**src/rtl/pipe_pkg.sv**
```systemverilog
// pipe_pkg: shared definitions for the 5-stage pipeline control logic.
//   - REG_W        : register-number width
//   - sel_t        : 2-bit EXE operand-mux select, with its four encodings
//   - dst_t        : destination record of an in-flight instruction {wreg, rn}
//   - trk_t        : EXE-slot tracking record, i.e. destination plus load flag
//   - dst_hit()    : forwarding match test of one source against one producer
package pipe_pkg;

  localparam int REG_W = 5;

  typedef logic [1:0] sel_t;

  localparam sel_t SEL_REG = 2'b00;  // register-file operand
  localparam sel_t SEL_ALT = 2'b01;  // shift amount (A) or immediate (B)
  localparam sel_t SEL_EXE = 2'b10;  // forward from EXE/MEM
  localparam sel_t SEL_MEM = 2'b11;  // forward from MEM/WB

  typedef struct packed {
    logic             wreg;
    logic [REG_W-1:0] rn;
  } dst_t;

  typedef struct packed {
    dst_t dst;
    logic m2reg;
  } trk_t;

  // A source depends on a producer only if it is actually read, is not r0,
  // and the producer writes that same register.
  function automatic logic dst_hit(input logic             use_src,
                                   input logic [REG_W-1:0] src,
                                   input dst_t             prod);
    return use_src && (src != '0) && prod.wreg && (prod.rn == src);
  endfunction

endpackage

```
**src/rtl/fwd_sel.sv**
```systemverilog
// fwd_sel: combinational priority comparator for one EXE operand mux.
// Ports:
//   use_src  in  source is read by the ID instruction
//   src      in  source register number
//   alt      in  operand takes its alternate input (shamt / immediate)
//   ex       in  destination of the instruction one stage ahead
//   mem      in  destination of the instruction two stages ahead
//   sel      out operand select (SEL_ALT > SEL_EXE > SEL_MEM > SEL_REG)
module fwd_sel
  import pipe_pkg::*;
(
  input  logic             use_src,
  input  logic [REG_W-1:0] src,
  input  logic             alt,
  input  dst_t             ex,
  input  dst_t             mem,
  output sel_t             sel
);

  // NOTE: every always_comb output gets a default first so no path leaves it
  // unassigned; an unassigned path would infer a latch.
  always_comb begin
    sel = SEL_REG;
    if (alt) begin
      sel = SEL_ALT;
    end else if (dst_hit(use_src, src, ex)) begin
      // The nearer producer holds the newest value of the register.
      sel = SEL_EXE;
    end else if (dst_hit(use_src, src, mem)) begin
      sel = SEL_MEM;
    end
  end

endmodule

```
**src/rtl/fwd_hazard_ctrl.sv**
```systemverilog
// fwd_hazard_ctrl: forwarding and load-use hazard controller for the EXE stage.
// Tracks the destinations of the two instructions ahead of ID and produces the
// registered EXE operand-mux selects, a combinational load-use stall, and a
// saturating stall-cycle counter.
// Ports:
//   clk        in   pipeline clock
//   clrn       in   synchronous active-low reset
//   id_rs/rt   in   ID source registers A/B
//   id_use_rs  in   ID instruction reads rs
//   id_use_rt  in   ID instruction reads rt (ALU operand or store data)
//   id_shift   in   ALU A takes the shift amount
//   id_aluimm  in   ALU B takes the immediate
//   id_wreg    in   ID instruction writes the register file
//   id_rn      in   ID destination register
//   id_m2reg   in   ID instruction is a load
//   id_cancel  in   ID instruction is dead (treated as a bubble)
//   stall      out  hold PC and IF/ID, bubble into ID/EXE (combinational)
//   a_ctrl     out  registered ALU A select
//   b_ctrl     out  registered ALU B select
//   st_ctrl    out  registered store-data select
//   stall_cnt  out  saturating count of stall cycles
module fwd_hazard_ctrl
  import pipe_pkg::*;
#(
  parameter int CNT_W = 16
) (
  input  logic             clk,
  input  logic             clrn,
  input  logic [REG_W-1:0] id_rs,
  input  logic [REG_W-1:0] id_rt,
  input  logic             id_use_rs,
  input  logic             id_use_rt,
  input  logic             id_shift,
  input  logic             id_aluimm,
  input  logic             id_wreg,
  input  logic [REG_W-1:0] id_rn,
  input  logic             id_m2reg,
  input  logic             id_cancel,
  output logic             stall,
  output sel_t             a_ctrl,
  output sel_t             b_ctrl,
  output sel_t             st_ctrl,
  output logic [CNT_W-1:0] stall_cnt
);

  // Instruction one stage ahead (in EXE) and two stages ahead (in MEM).
  // Once a load reaches MEM its data is forwardable, so the MEM slot does not
  // need to remember whether its producer was a load.
  trk_t ex_q;
  dst_t mem_q;

  sel_t sel_a;
  sel_t sel_b;
  sel_t sel_st;
  logic bubble;

  // A shift reads the shift amount instead of rs, so rs cannot cause a stall.
  assign stall = !id_cancel && ex_q.m2reg &&
                 (dst_hit(id_use_rs && !id_shift, id_rs, ex_q.dst) ||
                  dst_hit(id_use_rt, id_rt, ex_q.dst));

  // A stalled or cancelled ID instruction does not advance; EXE gets a bubble.
  assign bubble = stall || id_cancel;

  fwd_sel u_sel_a (
    .use_src (id_use_rs),
    .src     (id_rs),
    .alt     (id_shift),
    .ex      (ex_q.dst),
    .mem     (mem_q),
    .sel     (sel_a)
  );

  fwd_sel u_sel_b (
    .use_src (id_use_rt),
    .src     (id_rt),
    .alt     (id_aluimm),
    .ex      (ex_q.dst),
    .mem     (mem_q),
    .sel     (sel_b)
  );

  // Store data always comes from rt, even when ALU B takes the immediate.
  fwd_sel u_sel_st (
    .use_src (id_use_rt),
    .src     (id_rt),
    .alt     (1'b0),
    .ex      (ex_q.dst),
    .mem     (mem_q),
    .sel     (sel_st)
  );

  // NOTE: sequential state uses non-blocking assignments so every register
  // samples the pre-edge values of the others (mem_q takes the old ex_q).
  always_ff @(posedge clk) begin
    if (!clrn) begin
      ex_q      <= '0;
      mem_q     <= '0;
      a_ctrl    <= SEL_REG;
      b_ctrl    <= SEL_REG;
      st_ctrl   <= SEL_REG;
      stall_cnt <= '0;
    end else begin
      mem_q         <= ex_q.dst;
      ex_q.dst.wreg <= id_wreg && !bubble;
      ex_q.dst.rn   <= id_rn;
      ex_q.m2reg    <= id_m2reg;
      a_ctrl        <= bubble ? SEL_REG : sel_a;
      b_ctrl        <= bubble ? SEL_REG : sel_b;
      st_ctrl       <= bubble ? SEL_REG : sel_st;
      if (stall && (stall_cnt != '1)) begin
        stall_cnt <= stall_cnt + CNT_W'(1);
      end
    end
  end

endmodule

```
**config.mk**
```make
export PLATFORM = sky130hd
export DESIGN_NAME = fwd_hazard_ctrl
export DESIGN_NICKNAME = d
export VERILOG_FILES = /design/src/rtl/pipe_pkg.sv /design/src/rtl/fwd_sel.sv /design/src/rtl/fwd_hazard_ctrl.sv
export SDC_FILE = /design/constraint.sdc
export NUM_CORES = 1
export LEC_CHECK = 0
export BUFFER_PORTS_ARGS = -buffer_cell sky130_fd_sc_hd__buf_2
export CAP_MARGIN = 20
export CORE_MARGIN = 5
export CORE_UTILIZATION = 45
export CTS_CLUSTER_SIZE = 28
export DETAILED_ROUTE_END_ITERATION = 8
export PLACE_DENSITY = 0.77
export SLEW_MARGIN = 0
export SYNTH_ARGS = -nofsm -noshare
export SYNTH_HDL_FRONTEND = slang
export SYNTH_SLANG_ARGS = --single-unit
export TNS_END_PERCENT = 20
```
**constraint.sdc**
```tcl
create_clock -name clk -period 2.81 [get_ports clk]
set_clock_uncertainty 0.05 [all_clocks]
set_input_delay 0.1405 -clock clk [delete_from_list [all_inputs] [get_ports clk]]
set_output_delay 0.1405 -clock clk [all_outputs]
set_load 0.005 [all_outputs]
```
==> impl_metrics.ini <==
[clocking]
clkLatencyLatePin_ps = 280
cts_root_buf = clkbuf_8
cts_tree = built
cts_setup_buffers = 0
cts-buffers-inserted = 5
htree_levels = 2
cts_buffer_depth = 2
path_clk_slew_ps = 60
clock-sinks = 35

[logic_synthesis]
yosysWarningCount = 0
yosysSeqAreaShare_pct = 42.2
synth_top_area_share_pct = 42.2
syn_nets = 206
ys_ff_latch = 35
synth_area_leaders = dfxtp_1 (42%), xnor2_1 (6.9%), xor2_1 (6.9%)
synthFlopType = dfxtp_1
synth.distinct_cells = 36
synth-async-reset-ratio_pct = 0
postSynthCellCount = 181
syn_area_um2 = 1660
synth_top_cell_by_area = dfxtp_1
synth_edf_count = 0
syn_avg_cell_area_um2 = 9.18

[power_and_ir_drop]
power.density_nw_per_um2 = 483
vdd_ir_drop_max_mv = 0.303
p_total_uw = 983
leakage_nw = 0.848

[place]
pre_cts_ws_ps = 586
io_buffers = 46
place_hpwl_um = 2870
gp_congestion = 0.901

[sta]
slew_viol_final = 0
setup_slack_ps = 542
clock.fmax_ghz = 0.441
hold_viol_final = 0
hold_slack_ps = 8.15
period_needed_ps = 2270
rsz0062_at_grt = no
setup_viol = 0
max_slew.worst_pin.slew_ps = 511
relSlewSlack_pct = 65.9
finalCritPeriodShare_pct = 80.7
setup-tns-final_ps = 0

[global_route]
globalRouteTotalUtil_pct = 15.3
grt_first_pass_wirelength_um = 6150
antenna_found_initial = 0
overflow = 0
grt_pass1_vias = 1356
grt_max_degree = 21

[floorplanning]
rows = 22
initial_core_util_pct = 46.1
die_area_um2 = 5010
coreArea_um2 = 3610
fp.dieW_um = 70.8
die_y_um = 70.8
ioPinCount = 47

[flow_run]
cap_violations = 0

[layout]
utilization_pct = 56.5
drive_above_1_share_pct = 26.4
seq_area_um2 = 701
antenna_cells = 0
fin_nets = 255
multi_input_comb_area_um2 = 912
area_growth_pct = 22.5
fillCellCount = 342

[worst_hold_path]
min_path_type = input pin to flip-flop

[detailed_routing]
drtIter0Drc = 143
drt-wirelength-per-cell_um = 13.2
dr.pass1.iters = 4
wirelength_um = 3690
route.detailed.drc = 0
dr_total_vias = 1447
drtAntennaViolNets = 0
viasPerCell = 5.19

[critical_path]
cp.arrival_ps = 2430
required_ps = 2980
endpoint_kind = flip-flop
start_kind = flip-flop
critPathKind = flip-flop to flip-flop
critPathMaxFanout = 13

[outcome]
status = finished clean
-- Yosys cell counts (4+ instances only) --
master,instances
a21oi_1,8
and2_1,13
o31ai_1,7
dfxtp_1,35
nand3_1,7
nand4_1,5
xor2_1,13
nor2_1,15
o211ai_1,5
nand2_1,9
or4_1,7
o21ai_2,4
xnor2_1,13
inv_1,6
-- layer usage --
layer | global-route usage, % | up-vias | wire, µm
met4 | 6.47 | 0 | 57
li1 | - | 748 | -
met5 | 0 | - | 0
met3 | 5.11 | 4 | 290
met1 | 18.8 | 650 | 1610
met2 | 24.6 | 45 | 1730
-- cell usage in the layout, fill, tap and decap left out, drive strengths merged, types with 7 or more instances in the layout --
cell type | netlist | layout
o31ai | 7 | 7
nand3 | 7 | 7
dfxtp | 35 | 35
xor2 | 13 | 13
xnor2 | 13 | 13
and2 | 13 | 13
buf | 2 | 46
a21oi | 8 | 8
nand2 | 9 | 9
or4 | 7 | 7
nor2 | 15 | 15
clkbuf | 3 | 8
-- worst paths after layout --
| check | startpoint | end | slack [ps] | cells after the start |
|---|---|---|---|---|
| setup / recovery | ex_q[3] | stall_cnt[13] | 540 | 6 |
| hold / removal | id_rn[4] | ex_q[5] | 8 | 2 |
| setup reg to reg | ex_q[3] | stall_cnt[13] | 540 | 6 |
| hold reg to reg | stall_cnt[13] | stall_cnt[13] | 450 | 2 |
-- registers in the layout, indices dropped and copies added (netlist names) --
name       cells
ex_q           7
a_ctrl         2
stall_cnt     16
st_ctrl        2
b_ctrl         2
mem_q          6
-- critical path, cell delays in order (launching register included) --
cell and delay (ps):
dfxtp_1 380, xnor2_1 130, nand4_1 200, nor4_4 480, o21ai_2 250, or4_1 560
a21oi_1 140
-- report_power, final --
group	internal (mW)	switching [mW]	total (mW)
clock network	0.223	0.170	0.393
logic	0.0371	0.0391	0.0762
registers	0.506	0.00821	0.514
-- logic make-up (layout without fill, tap and decap cells) --
| kind of cell | count (synthesis) | after routing | synth area share, % |
|---|---|---|---|
| flip-flops | 35 | 35 | 42.2 |
| AO/OA/AOI/OAI | 32 | 32 | 13.7 |
| multiplexers | 1 | 1 | 0.602 |
| AND/OR/NAND/NOR | 75 | 75 | 26.1 |
| adder cells (fa/ha/maj) | 1 | 1 | 0.753 |
| XOR/XNOR | 26 | 26 | 13.7 |
| buffers and inverters | 11 | 61 | 2.94 |
-- final cells by class --
class                           instances  share of cell area, %
Timing Repair Buffer                   47                   11.8
Tap cell                               48                   2.95
Sequential cell                        35                   34.4
Multi-Input combinational cell        135                   44.8
Inverter                                6                   1.11
Clock buffer                            8                   4.92
-- stage by stage --
step | instance area, µm² | cells
3_3_place_gp | 1930 | 270
5_1_grt | 2040 | 279
2_1_floorplan | 1660 | 181
6_report | 2040 | 279
3_5_place_dp | 1930 | 270
4_1_cts | 2040 | 279
-- what timing repair did --
| action | 4_1_cts | 5_1_grt |
|---|---|---|
| hold buffers | 1 | 0 |
| endpoints found under the hold margin | 1 | 0 |
| gates resized for setup | 0 | 0 |
| setup endpoints to repair | 0 | 0 |
No activity file was read; power rests on OpenSTA's default activity.
